--- config.mk ---
export PLATFORM = sky130hd
export DESIGN_NAME = rr_arbiter_4
export DESIGN_NICKNAME = d
export VERILOG_FILES = /design/src/rtl/rr_arbiter_4.sv
export SDC_FILE = /design/constraint.sdc
export NUM_CORES = 1
export LEC_CHECK = 0
export BUFFER_PORTS_ARGS = -buffer_cell sky130_fd_sc_hd__buf_2
export CAP_MARGIN = 20
export CORE_MARGIN = 3
export CORE_UTILIZATION = 58
export DETAILED_ROUTE_END_ITERATION = 12
export PLACE_DENSITY_LB_ADDON = 0.25
export SYNTH_ARGS = -nofsm -noshare
export SYNTH_HDL_FRONTEND = slang
export SYNTH_SLANG_ARGS = --single-unit
--- constraint.sdc ---
create_clock -name i_clk -period 2.3 [get_ports i_clk]
set_clock_uncertainty 0.05 [all_clocks]
set_input_delay 0.115 -clock i_clk [delete_from_list [all_inputs] [get_ports i_clk]]
set_output_delay 0.115 -clock i_clk [all_outputs]
set_load 0.02 [all_outputs]
--- src/rtl/rr_arbiter_4.sv ---
// rtl/rr_arbiter_4.sv - four-requester round-robin arbiter with hold limit
// Registered one-hot grant with encoded index and forced-rotation timeout pulse.
module rr_arbiter_4 #(
  parameter int MAX_HOLD = 8,
  parameter int CNT_W    = 8
) (
  input  logic       i_clk,
  input  logic       i_rst_n,
  input  logic [3:0] i_req,
  input  logic       i_done,
  output logic [3:0] o_gnt,
  output logic [1:0] o_gnt_id,
  output logic       o_gnt_valid,
  output logic       o_timeout
);

  typedef enum logic {
    S_IDLE  = 1'b0,
    S_GRANT = 1'b1
  } state_t;

  state_t           r_state, w_state_nxt;
  logic [1:0]       r_ptr, w_ptr_nxt;
  logic [CNT_W-1:0] r_hold_cnt, w_hold_nxt;
  logic [3:0]       r_gnt, w_gnt_nxt;
  logic [1:0]       r_gnt_id, w_gnt_id_nxt;
  logic             r_timeout, w_timeout_nxt;

  logic             w_at_limit;
  logic             w_others_wait;
  logic             w_rel_vol;
  logic             w_rel_limit;
  logic             w_release;
  logic [1:0]       w_rel_ptr;
  logic [2:0]       w_pick_idle;
  logic [2:0]       w_pick_rel;

  // Returns {found, index}; scanning from the highest offset down lets the
  // bit closest to ptr overwrite later candidates and win.
  function automatic logic [2:0] f_pick(input logic [3:0] req, input logic [1:0] ptr);
    logic [2:0] res;
    logic [1:0] idx;
    res = 3'b000;
    for (int k = 3; k >= 0; k--) begin
      idx = ptr + 2'(k);
      if (req[idx]) res = {1'b1, idx};
    end
    return res;
  endfunction

  assign w_at_limit    = (r_hold_cnt == CNT_W'(MAX_HOLD));
  assign w_others_wait = |(i_req & ~r_gnt);
  assign w_rel_vol     = i_done | ~i_req[r_gnt_id];
  assign w_rel_limit   = w_at_limit & w_others_wait;
  assign w_release     = w_rel_vol | w_rel_limit;
  assign w_rel_ptr     = r_gnt_id + 2'd1;
  assign w_pick_idle   = f_pick(i_req, r_ptr);
  assign w_pick_rel    = f_pick(i_req, w_rel_ptr);

  always_comb begin
    w_state_nxt   = r_state;
    w_ptr_nxt     = r_ptr;
    w_hold_nxt    = r_hold_cnt;
    w_gnt_nxt     = r_gnt;
    w_gnt_id_nxt  = r_gnt_id;
    w_timeout_nxt = 1'b0;
    case (r_state)
      S_IDLE: begin
        if (w_pick_idle[2]) begin
          w_state_nxt  = S_GRANT;
          w_gnt_nxt    = 4'b0001 << w_pick_idle[1:0];
          w_gnt_id_nxt = w_pick_idle[1:0];
          w_hold_nxt   = CNT_W'(1);
        end
      end
      S_GRANT: begin
        if (w_release) begin
          w_ptr_nxt     = w_rel_ptr;
          w_timeout_nxt = w_rel_limit & ~w_rel_vol;
          if (w_pick_rel[2]) begin
            w_gnt_nxt    = 4'b0001 << w_pick_rel[1:0];
            w_gnt_id_nxt = w_pick_rel[1:0];
            w_hold_nxt   = CNT_W'(1);
          end else begin
            w_state_nxt  = S_IDLE;
            w_gnt_nxt    = 4'b0000;
            w_gnt_id_nxt = 2'd0;
            w_hold_nxt   = '0;
          end
        end else if (!w_at_limit) begin
          w_hold_nxt = r_hold_cnt + CNT_W'(1);
        end
      end
      default: w_state_nxt = S_IDLE;
    endcase
  end

  always_ff @(posedge i_clk or negedge i_rst_n) begin
    if (!i_rst_n) begin
      r_state    <= S_IDLE;
      r_ptr      <= 2'd0;
      r_hold_cnt <= '0;
      r_gnt      <= 4'b0000;
      r_gnt_id   <= 2'd0;
      r_timeout  <= 1'b0;
    end else begin
      r_state    <= w_state_nxt;
      r_ptr      <= w_ptr_nxt;
      r_hold_cnt <= w_hold_nxt;
      r_gnt      <= w_gnt_nxt;
      r_gnt_id   <= w_gnt_id_nxt;
      r_timeout  <= w_timeout_nxt;
    end
  end

  assign o_gnt       = r_gnt;
  assign o_gnt_id    = r_gnt_id;
  assign o_gnt_valid = |r_gnt;
  assign o_timeout   = r_timeout;

endmodule

Yosys cells after proc, flatten, opt, wreduce, memory -nomap -nowiden
Index checks and enable logic that the tools add are counted.
{ "op_classes": {"magnitude_cmp": 9, "bitwise_logic": 9, "add_sub_neg": 8, "reduce_logical": 5, "n_shift": 2, "n_eq_ne": 4, "mux": 45} }
{ "ops": {"columns": ["cell", "count"], "rows": [
  ["$lt A2 B3 Y1 const B", 9],
  ["$mux W3", 8],
  ["$mux W8", 3],
  ["$bmux W1 S2", 9],
  ["$pmux W8 S2", 1],
  ["$mux W1", 15],
  ["$mux W4", 3],
  ["$add A2 B2 Y2 const B", 4],
  ["$add A8 B1 Y8 const B", 1],
  ["$eq A8 B4 Y1 const B", 1],
  ["$pmux W4 S2", 1],
  ["$reduce_or A4 Y1", 2],
  ["$shl A1 B2 Y4 const A", 2],
  ["$add A2 B1 Y2 const B", 3],
  ["$mux W2", 3],
  ["$reduce_and A2 Y1", 3],
  ["$and A4 B4 Y4", 1],
  ["$not A4 Y4", 1],
  ["$pmux W2 S2", 1],
  ["$ne A3 B2 Y1 const B", 1],
  ["$not A1 Y1", 3],
  ["$and A1 B1 Y1", 2],
  ["$ne A2 B1 Y1 const B", 1],
  ["$ne A2 B2 Y1 const B", 1],
  ["2 further kinds", 3]
]} }
{ "totals": {"word_cells": 88, "out_inout_bits": 8, "input_bits": 7, "reg_bits": 18} }

Longest topological paths before layout
Gate-level depths: netlist (run 1).
{ "logic_depth": {"word_depth": 12, "mapped_depth": 8, "ltp_nobuf": 6} }

Least setup slack after synthesis (run 1)
No wires, ideal clock.
{ "synth_path": {"kind": "flip-flop to flip-flop", "start": "register r_hold_cnt[0]", "end": "register r_ptr[1]", "synth_period_minus_slack_ns": 1.857, "t_arrival_ns": 1.679, "stages_incl_launch_ff": 8, "t_required_ns": 2.122, "path_slack_ns": 0.443, "setup_ns": 0.128, "n_path_buf": 1, "path_cell_list": "dfrtp_1 inv_1 ha_1 and3_1 buf_6 a221o_1 o21ai_2 mux2_1"} }
{ "synth_via": {"elab_chain_len": 4} }
{ "synth_lines": {"columns": ["element", "line_no", "source"], "rows": [
  ["from (decl)", "24", "logic [CNT_W-1:0] r_hold_cnt, w_hold_nxt;"],
  ["from (signal assigned)", "109", "r_hold_cnt <= w_hold_nxt;"],
  ["$eq A8 B4 Y1", "51", "assign w_at_limit = (r_hold_cnt == CNT_W'(MAX_HOLD));"],
  ["$and A1 B1 Y1", "54", "assign w_rel_limit = w_at_limit & w_others_wait;"],
  ["$or A1 B1 Y1", "55", "assign w_release = w_rel_vol | w_rel_limit;"],
  ["$reduce_and A2 Y1 (no source line)", null, null],
  ["to (signal assigned)", "108", "r_ptr <= w_ptr_nxt;"],
  ["to (decl)", "23", "logic [1:0] r_ptr, w_ptr_nxt;"]
]} }
No other way between the ends.
A chain may end at the register's enable or synchronous reset.

Worst setup path in the final report (run 1)
{ "layout_path": {"start": "register r_hold_cnt[2]", "end": "register r_gnt[2], in the netlist o_gnt[2]"} }
{ "layout_via": {"elab_chain_len": 5} }
{ "layout_lines": {"columns": ["element", "line_no", "source"], "rows": [
  ["$eq A8 B4 Y1", "51", null],
  ["$and A1 B1 Y1", "54", null],
  ["$or A1 B1 Y1", "55", null],
  ["$ne A2 B1 Y1 (no source line)", null, null],
  ["$reduce_and A2 Y1 (no source line)", null, null],
  ["to (signal assigned)", "110", "r_gnt <= w_gnt_nxt;"],
  ["to (decl)", "25", "logic [3:0] r_gnt, w_gnt_nxt;"]
]} }
No other way between the ends.

==> run metrics, run 1 <==
GPL Wtd Cong=0.921; nets@finish=162; Async S/R FF share, synth=100%; P per Cell Area=999 nW/µm²; clk slew on worst S/H paths=0.10 ns; critical path arrival=approximately 2.3 ns; number of distinct library cells after synthesis=49; crit end category=flop; # port buffers=14; EDFF count, synth=0; Hold Path Class=in -> reg; Peak VDD IR=0.605 mV; Die Area=2950 µm²; Critical Path RT=2.44 ns; crit path max fanout=12; total setup buffers inserted after CTS=0; CP peak stage delay=0.47 ns; Area Growth Syn to Fin=6.66%; Setup CP Type=reg -> reg; vias in the first global route=1,024; Via density=6.16; path depth of the worst reg2reg path=5; maximum clock path buffer count=2; max-cap violations=0; number of clock sinks=18; Ys Warns=0; crit path max-delay cell type=dfrtp_1; Slew HR=66.2%; global route overflow=0; setup TNS=0 ns; largest net degree at the start of global routing=19; final setup fails=0; fmax=469 MHz; CTS tree=built; Post-synth top flop=dfrtp_1; crit path cell chain=nor4b_2 -> and3_1 -> a21oi_4 -> nor2_4 -> mux2_2; Mapped Area=1350 µm²; residual DRC count=0; max-slew violations=0; most common cell after layout, fill and taps aside=dfrtp_1; Core ar.=between 2000 and 2500 µm²; Routed WL=~2.9 mm; Worst-Margin Slew=0.502 ns; Die H=54.3 µm; 1st-iter DRT viols=17; cts bufs inserted=3; IO Pins=15; initial core utilization=65.0%; hold path cells=3; # rows=16; most frequent cells in the layout=dfrtp_1, buf_2, o21ai_0, inv_1, a21oi_1; Seq/Total Area, Yosys=33.3%; minimum clock period=~2.1 ns; share of cells above drive strength 1=23.7%; final worst path period share=92.7%; n_diodes=0; initial antenna violation count=0; Worst-Skew Late Latency=about 0.30 ns; via count=1,103; LEAKAGE=0.621 nW; drt pass-1 iters=5; Startpoint Class=flop; global-route wire length before repair=a little under 5 mm; worst hold slack=around 0.10 ns; GRT Total Usage=23.3%; Fill cells=167; ANT nets after route=0; Root Buffer Master=clkbuf_4; Synth Register Bits=18; RSZ-0062 raised after global routing=no; status=complete, no violations; Synth Instances=140; synthesized area per cell=9.66 µm²; WL per Instance=approximately 16 µm; H-Tree Depth=1; syn_nets=149; Final Hold Fails=0; chip width=about 54 µm; dpl hpwl=just over 2 mm
metal layers:
| metal | wire (µm) | global-route usage (%) |
|---|---|---|
| met1 | 1380 | 32.9 |
| met2 | 1360 | 36.9 |
| met3 | 101 | 4.90 |
| met4 | 25 | 4.98 |
| met5 | 0 | 0 |
cells by family (layout without fill, tap and decap cells):
family                   Yosys count  in the layout  share of synthesized area [%]
adder cells (fa/ha/maj)            2              2                           1.85
flip-flops                        18             18                           33.3
buffers and inverters             15             27                           6.94
AO/OA/AOI/OAI                     45             45                           26.3
XOR/XNOR                           1              1                          0.648
multiplexers                      12             12                           9.44
AND/OR/NAND/NOR                   47             47                           21.6
Yosys cell counts, types with 2 or more instances:
cell | count | share of area [%]
mux2i_1 | 6 | 4.4
inv_1 | 7 | 1.9
and2_1 | 2 | 0.92
nor3_1 | 2 | 0.74
o21ai_0 | 8 | 3.0
nor2_1 | 6 | 1.7
a211oi_1 | 3 | 1.7
nor3b_1 | 2 | 1.1
or2b_2 | 2 | 1.3
a21o_1 | 3 | 1.7
a32o_1 | 2 | 1.5
nand2b_1 | 6 | 2.8
a22o_1 | 3 | 1.9
buf_6 | 4 | 3.3
nor2b_1 | 3 | 1.4
nor2_4 | 2 | 1.7
nand3_1 | 6 | 2.2
a21oi_1 | 7 | 2.6
mux2_2 | 5 | 4.2
and3_1 | 3 | 1.4
dfrtp_1 | 18 | 33
o22ai_1 | 3 | 1.4
nand2_1 | 5 | 1.4
nand4_1 | 2 | 0.92
buf_2 | 3 | 1.1
o21ai_1 | 3 | 1.1
ha_1 | 2 | 1.8
path summary, 6_finish.rpt:
kind                       slack, ns                         to                 startpoint
max                             0.17       o_gnt[2]$_DFFE_PN0P_  r_hold_cnt[2]$_DFFE_PN0P_
min                             0.10       r_ptr[0]$_DFFE_PN0P_                     i_done
max reg2reg                     0.17       o_gnt[2]$_DFFE_PN0P_  r_hold_cnt[2]$_DFFE_PN0P_
min reg2reg                     0.49  r_hold_cnt[4]$_DFFE_PN0P_  r_hold_cnt[4]$_DFFE_PN0P_
max in group asynchronous       1.67  r_hold_cnt[5]$_DFFE_PN0P_                    i_rst_n
min in group asynchronous       0.24       r_ptr[0]$_DFFE_PN0P_                    i_rst_n
worst max-delay path: cells and delay by family, from the launching register on:
kind | cells | cell delay (ns)
muxes | 1 | 0.35
DFF | 1 | 0.47
AOI/OAI and AO/OA | 1 | 0.18
and+or+nand+nor | 3 | 0.97
metrics by stage:
stage	area (µm²)	setup WS (ns)	cells	total power (W)	utilization, %
finish	1440	0.169	179	0.00144	69.3
global route	1440	0.00922	179	0.00156	69.3
CTS	1440	0.208	179	0.00145	69.3
detailed placement	1400	0.229	174	0.00125	67.1
global placement	1400	0.274	174	0.00122	67.1
floorplan	1350	0.443	140	0.00112	-
final cells by class:
type | instances | area, µm² | area share [%]
clock buffers | 4 | 36.3 | 2.52
repair buffers | 16 | 87.6 | 6.07
flip-flops and latches | 18 | 450 | 31.2
inverters | 7 | 26.3 | 1.82
well taps | 27 | 33.8 | 2.34
multi-input cells | 107 | 808 | 56.0
flip-flops by register name (all words and copies together), names as in the netlist:
signal	cells
o_gnt_id	2
o_timeout	1
o_gnt	4
r_ptr	2
r_hold_cnt	8
r_state	1
repair_timing:
action	CTS	global route
hold buffers	1	0
resized for setup	0	0
endpoints found under the hold margin	18	0
report_power, final:
group          switching (W)  internal, W  leakage (nW)
Sequential          0.000136     0.000397         0.229
Combinational       0.000378     0.000335         0.371
Clock               0.000100    0.0000966        0.0210
Total               0.000614     0.000828         0.621
Note: power is estimated with default switching activity, not from simulation.
==> inputs of run 2 (changes only) <==
- MAX_ROUTING_LAYER: default -> met4
- SETUP_SLACK_MARGIN: default -> 0.4
==> run metrics, run 2 (synthesis results as in run 1) <==
max FFs per register=8; path depth of the worst reg2reg path=5; r2r setup slk=about 0.45 ns; minimum clock period=1.85 ns; final worst path period share=about four fifths; Worst-Margin Slew=around 0.50 ns; critical path arrival=just under 2 ns; largest net degree at the start of global routing=19; CTS tree=built; RR Endpoint=o_gnt[2]$_DFFE_PN0P_; share of cells above drive strength 1=36.4%; Die Area=approximately 2900 µm²; n_diodes=0; via count=1,268; Crit path buffers/inverters=0; maximum clock path buffer count=2; Setup CP Type=reg -> reg; worst hold slack=0.175 ns; max-cap violations=0; GPL Wtd Cong=roughly 0.94; WL per Instance=roughly 18 µm; clk slew on worst S/H paths=0.11 ns; Final Hold Fails=0; Hold Path Class=in -> reg; # port buffers=14; status=complete, no violations; GRT Total Usage=25.3%; crit end category=flop; most common cell after layout, fill and taps aside=buf_4; Core ar.=2080 µm²; setup TNS=0 ns; drt pass-1 iters=4; number of clock sinks=18; Peak VDD IR=roughly 0.7 mV; Slew HR=66.6%; chip width=54.3 µm; crit path max-delay cell type=dfrtp_2; dpl hpwl=roughly 2.1 mm; Critical Path RT=2.44 ns; 1st-iter DRT viols=50; initial antenna violation count=0; Min-Delay Endpoint=r_ptr[1]$_DFFE_PN0P_; H-Tree Depth=1; Seq. cell area=around 450 µm²; initial core utilization=65.0%; LEAKAGE=0.732 nW; ANT nets after route=0; crit path cell chain=nor4b_4 -> and3_4 -> a21oi_4 -> nor2_4 -> mux2_2; CP top delay family=simple AND/OR/NAND/NOR gates; vias in the first global route=1,123; Area Growth Syn to Fin=21.0%; FF-to-FF Start=r_hold_cnt[2]$_DFFE_PN0P_; global-route wire length before repair=a little over 5 mm; P per Cell Area=between 1000 and 1500 nW/µm²; hold_sp=i_done; most frequent cells in the layout=buf_4, dfrtp_1, buf_2, o21ai_0; # rows=16; fmax=540 MHz; Die H=54.3 µm; hold path cells=3; Most flops, register=r_hold_cnt; max-slew violations=0; Startpoint Class=flop; IO Pins=15; area taken by multi-input logic gates=831 µm²; global route overflow=0; Routed WL=around 3.6 mm; RSZ-0062 raised after global routing=yes; Worst-Skew Late Latency=0.30 ns; final setup fails=0; Via density=6.34; CP peak stage delay=0.47 ns; residual DRC count=0; cts bufs inserted=3; Fill cells=150; Root Buffer Master=clkbuf_4; crit path max fanout=10; nets@finish=183
## run 2: changes by cell type in the layout (fill, tap and decap cells not counted), sizes merged
cell and delta:
buf +20, clkbuf +1
## run 2: timing repair
| action | in CTS | in global routing |
|---|---|---|
| endpoints found under the setup margin | 10 | 6 |
| pin swaps | 1 | 6 |
| hold endpoints to repair | 18 | 0 |
| setup buffers | 3 | 18 |
| hold buffers | 1 | 0 |
| gates resized for setup | 6 | 5 |
## run 2: where the power goes
group	switching, W	total (W)	internal, W	leakage [nW]
Clock	0.000103	0.000199	0.0000967	0.0210
Combinational	0.000498	0.000991	0.000492	0.486
Sequential	0.000103	0.000505	0.000402	0.225
## run 2: worst max path at each step
| stage | cells after the start | start | to | slack (ns) |
|---|---|---|---|---|
| 6_report | 5 | r_hold_cnt[2]$_DFFE_PN0P_ | o_gnt[2]$_DFFE_PN0P_ | 0.45 |
| 3_3_place_gp | 5 | r_hold_cnt[2]$_DFFE_PN0P_ | o_gnt[1]$_DFFE_PN0P_ | 0.27 |
| 3_5_place_dp | 5 | r_hold_cnt[2]$_DFFE_PN0P_ | o_gnt[2]$_DFFE_PN0P_ | 0.23 |
| 5_1_grt | 7 | o_gnt_id[1]$_DFFE_PN0P_ | r_hold_cnt[7]$_DFFE_PN0P_ | 0.35 |
| 4_1_cts | 5 | r_hold_cnt[2]$_DFFE_PN0P_ | o_gnt[2]$_DFFE_PN0P_ | 0.41 |
| 2_1_floorplan | 7 | r_hold_cnt[0]$_DFFE_PN0P_ | r_ptr[1]$_DFFE_PN0P_ | 0.44 |
## run 2: layer usage
metal | global-route usage [%] | part of all wire, % | vias up
li1 | - | - | 589
met1 | 33.4 | 44 | 610
met2 | 37.6 | 48 | 52
met3 | 5.72 | 5.1 | 17
met4 | 9.96 | 2.8 | 0
met5 | - | 0 | -
## run 2: worst register-to-register path: stages (launching register included)
cell	delay (ns)
dfrtp_2	0.47
nor4b_4	0.32
and3_4	0.29
a21oi_4	0.12
nor2_4	0.15
mux2_2	0.35
## run 2: cell type report
class | count | area share (%)
tap | 27 | 2.06
sequential | 18 | 27.8
timing repair buffer | 37 | 15.6
clock buffer | 4 | 2.22
multi-input combinational | 107 | 50.8
inverter | 7 | 1.61
## run 2: metrics by stage
stage | total power, W | instance area, µm² | util (%) | setup slack (ns) | cells
global route | 0.00181 | 1640 | 78.6 | 0.351 | 200
global placement | 0.00122 | 1400 | 67.1 | 0.274 | 174
finish | 0.00169 | 1640 | 78.6 | 0.449 | 200
CTS | 0.00148 | 1490 | 71.4 | 0.414 | 182
floorplan | 0.00112 | 1350 | - | 0.443 | 140
detailed placement | 0.00125 | 1400 | 67.1 | 0.229 | 174
==> inputs of run 3 (changes only) <==
- ABC_AREA: default -> 1
- CORE_UTILIZATION: 58 -> 59
- clock period: 2.3 -> 1.87 ns (I/O delays scaled with it)
==> run metrics, run 3 <==
Startpoint Class=flop; share of cells above drive strength 1=40.8%; top cell type's share of synthesized area=between 20% and 30%; Adder-Cell Fraction of Synth Area=1.66%; CTS tree=built; most common cell after layout, fill and taps aside=nand2_1; largest net degree at the start of global routing=19; post-synthesis compound-gate area fraction=10.6%; Final Hold Fails=0; Setup CP Type=reg -> reg; CP peak stage delay=0.49 ns; Die H=56.5 µm; synthesized area per cell=6.70 µm²; most frequent cells in the layout=nand2_1, nand2_2, buf_4, inv_1, dfrtp_1; H-Tree Depth=1; crit path cell chain=buf_6 -> nand2_2 -> nand2_2 -> nor2_2 -> nor2_2 -> nor2_4 -> nand2_4 -> nor2_4 -> nand2_4 -> nand2_8 -> nand2_1 -> o21ai_1; Via density=6.17; Post-synth top flop=dfrtp_1; Synth Instances=225; critical path arrival=2.12 ns; count leader, synth=nand2_1; crit path max-delay cell type=dfrtp_2; post-synthesis mux area share=0%; GRT Total Usage=between 30% and 40%; fmax=516 MHz; cts bufs inserted=3; status=complete, but fails checks; final worst path period share=104%; path depth of the worst reg2reg path=12; Most flops, register=r_hold_cnt; WL per Instance=approximately 18 µm; Async S/R FF share, synth=100%; r2r setup slk=-0.07 ns; LEAKAGE=1.02 nW; via count=~1.8k; Final Worst Setup Slack=-0.0664 ns; RR Endpoint=r_hold_cnt[1]$_DFFE_PN0P_; Core ar.=2320 µm²; syn_nets=234; Slew HR=66.5%; initial core utilization=approximately 65%; Hold Path Class=in -> async; max FFs per register=8; Synth Area in XOR/XNOR=2.91%; max-cap violations=0; maximum clock path buffer count=2; RSZ-0062 raised after global routing=yes; Critical Path RT=between 2 and 2.5 ns; crit path max fanout=8; GPL Wtd Cong=0.881; final setup fails=7; crit end category=flop; Peak VDD IR=between 1.5 and 2 mV; minimum clock period=approximately 1.9 ns; most frequent cells after synthesis=nand2_1, nand3_1, dfrtp_1; Mapped Area=1510 µm²; violated checks=negative setup slack; # port buffers=14; Simple-Gate Fraction of Synth Area=46.3%; Worst-Margin Slew=0.502 ns; max-slew violations=0; nets@finish=between 200 and 300; drt pass-1 iters=5; 1st-iter DRT viols=roughly 120; # rows=17; Worst-Skew Late Latency=between 0.3 and 0.4 ns; n_diodes=0; number of distinct library cells after synthesis=30; global route overflow=0; global-route wire length before repair=approximately 8 mm; IO Pins=15; worst setup path start=o_gnt_id[0]$_DFFE_PN0P_; area leader, netlist=dfrtp_1; EDFF count, synth=0; Ys Warns=0; Tot Pwr=0.00373 W; ANT nets after route=0; largest family of logic cells by synthesized area=simple AND/OR/NAND/NOR gates; Root Buffer Master=clkbuf_4; clk slew on worst S/H paths=0.11 ns; initial antenna violation count=0; Synth Register Bits=18; dpl hpwl=2.61 mm; FF-to-FF Start=o_gnt_id[0]$_DFFE_PN0P_; vias in the first global route=1,640; Die Area=3200 µm²; residual DRC count=0; largest cells by area after synthesis=dfrtp_1, nand2_1, nand3_1; Routed WL=5.08 mm; Seq/Total Area, Yosys=roughly 30%; setup TNS=-0.165 ns; Area Growth Syn to Fin=29.2%; chip width=56.5 µm; P per Cell Area=1920 nW/µm²; number of clock sinks=18
==> run 3: changes by cell type after synthesis, moves of 6 or more <==
cell      change
inv_1        +10
inv_2         +6
mux2i_1       -6
nand2_1      +81
nand2_2       +9
nand2b_1      -6
nand3_1      +13
==> run 3: worst max path at each step <==
stage                           endpoint  slack (ns)  cells past startpoint
6_report       r_hold_cnt[1]$_DFFE_PN0P_       -0.07                     12
3_5_place_dp   r_hold_cnt[2]$_DFFE_PN0P_        0.09                     13
5_1_grt             o_gnt[2]$_DFFE_PN0P_       -0.12                     14
2_1_floorplan  r_hold_cnt[2]$_DFFE_PN0P_        0.22                     13
4_1_cts          o_gnt_id[0]$_DFFE_PN0P_        0.15                     13
3_3_place_gp   r_hold_cnt[2]$_DFFE_PN0P_         0.1                     13
==> run 3: timing repair <==
item,4_1_cts,5_1_grt
buffers inserted,19,1
endpoints found under the hold margin,19,0
hold buffers,2,0
cloned,0,0
pin swaps,7,4
resized for setup,20,20
setup endpoints to repair,18,19
==> run 3: per-stage QoR <==
stage / setup WS, ns / cell area [µm²] / hold slack, ns / instances / util (%)
6_report: -0.0664 / 1950 / 0.202 / 290 / 83.9
3_5_place_dp: 0.0888 / 1630 / 0.00112 / 264 / 70.3
4_1_cts: 0.148 / 1870 / 0.217 / 289 / 80.6
5_1_grt: -0.120 / 1950 / 0.233 / 290 / 83.9
3_3_place_gp: 0.0972 / 1630 / 0.00733 / 264 / 70.3
2_1_floorplan: 0.223 / 1550 / -0.252 / 225 / -
==> run 3: critical path, delay by kind of cell (launching register included) <==
family | cells | cell delay [ns]
compound gates | 1 | 0.11
flops | 1 | 0.49
simple gates | 10 | 1.05
buf+inv | 1 | 0.16
==> run 3: routing by layer <==
metal  wire, µm  part of all wire (%)  GRT usage [%]
met3        516                    10           9.20
met5          0                     0              -
met4        200                   3.9           11.9
met1       1960                    39           37.6
met2       2400                    47           52.1
==> run 3: cells by family after synthesis <==
family | count (synthesis)
DFF | 18
xor gates and xnor gates | 5
and+or+nand+nor | 147
adders and majority gates | 2
buffers and inverters | 29
AOI/OAI and AO/OA | 24
==> run 3: layout make-up <==
class / count / area, µm²
multi-input cells: 178 / 1060
flip-flops and latches: 18 / 455
fillers: 128 / 373
repair buffers: 37 / 269
inverters: 25 / 104
well taps: 28 / 35.0
clock buffers: 4 / 26.3
==> run 3: where the power goes <==
part | switching [W] | internal, W
Combinational | 0.00179 | 0.00105
Sequential | 0.000153 | 0.000520
Clock | 0.000136 | 0.0000837
Total | 0.00208 | 0.00166
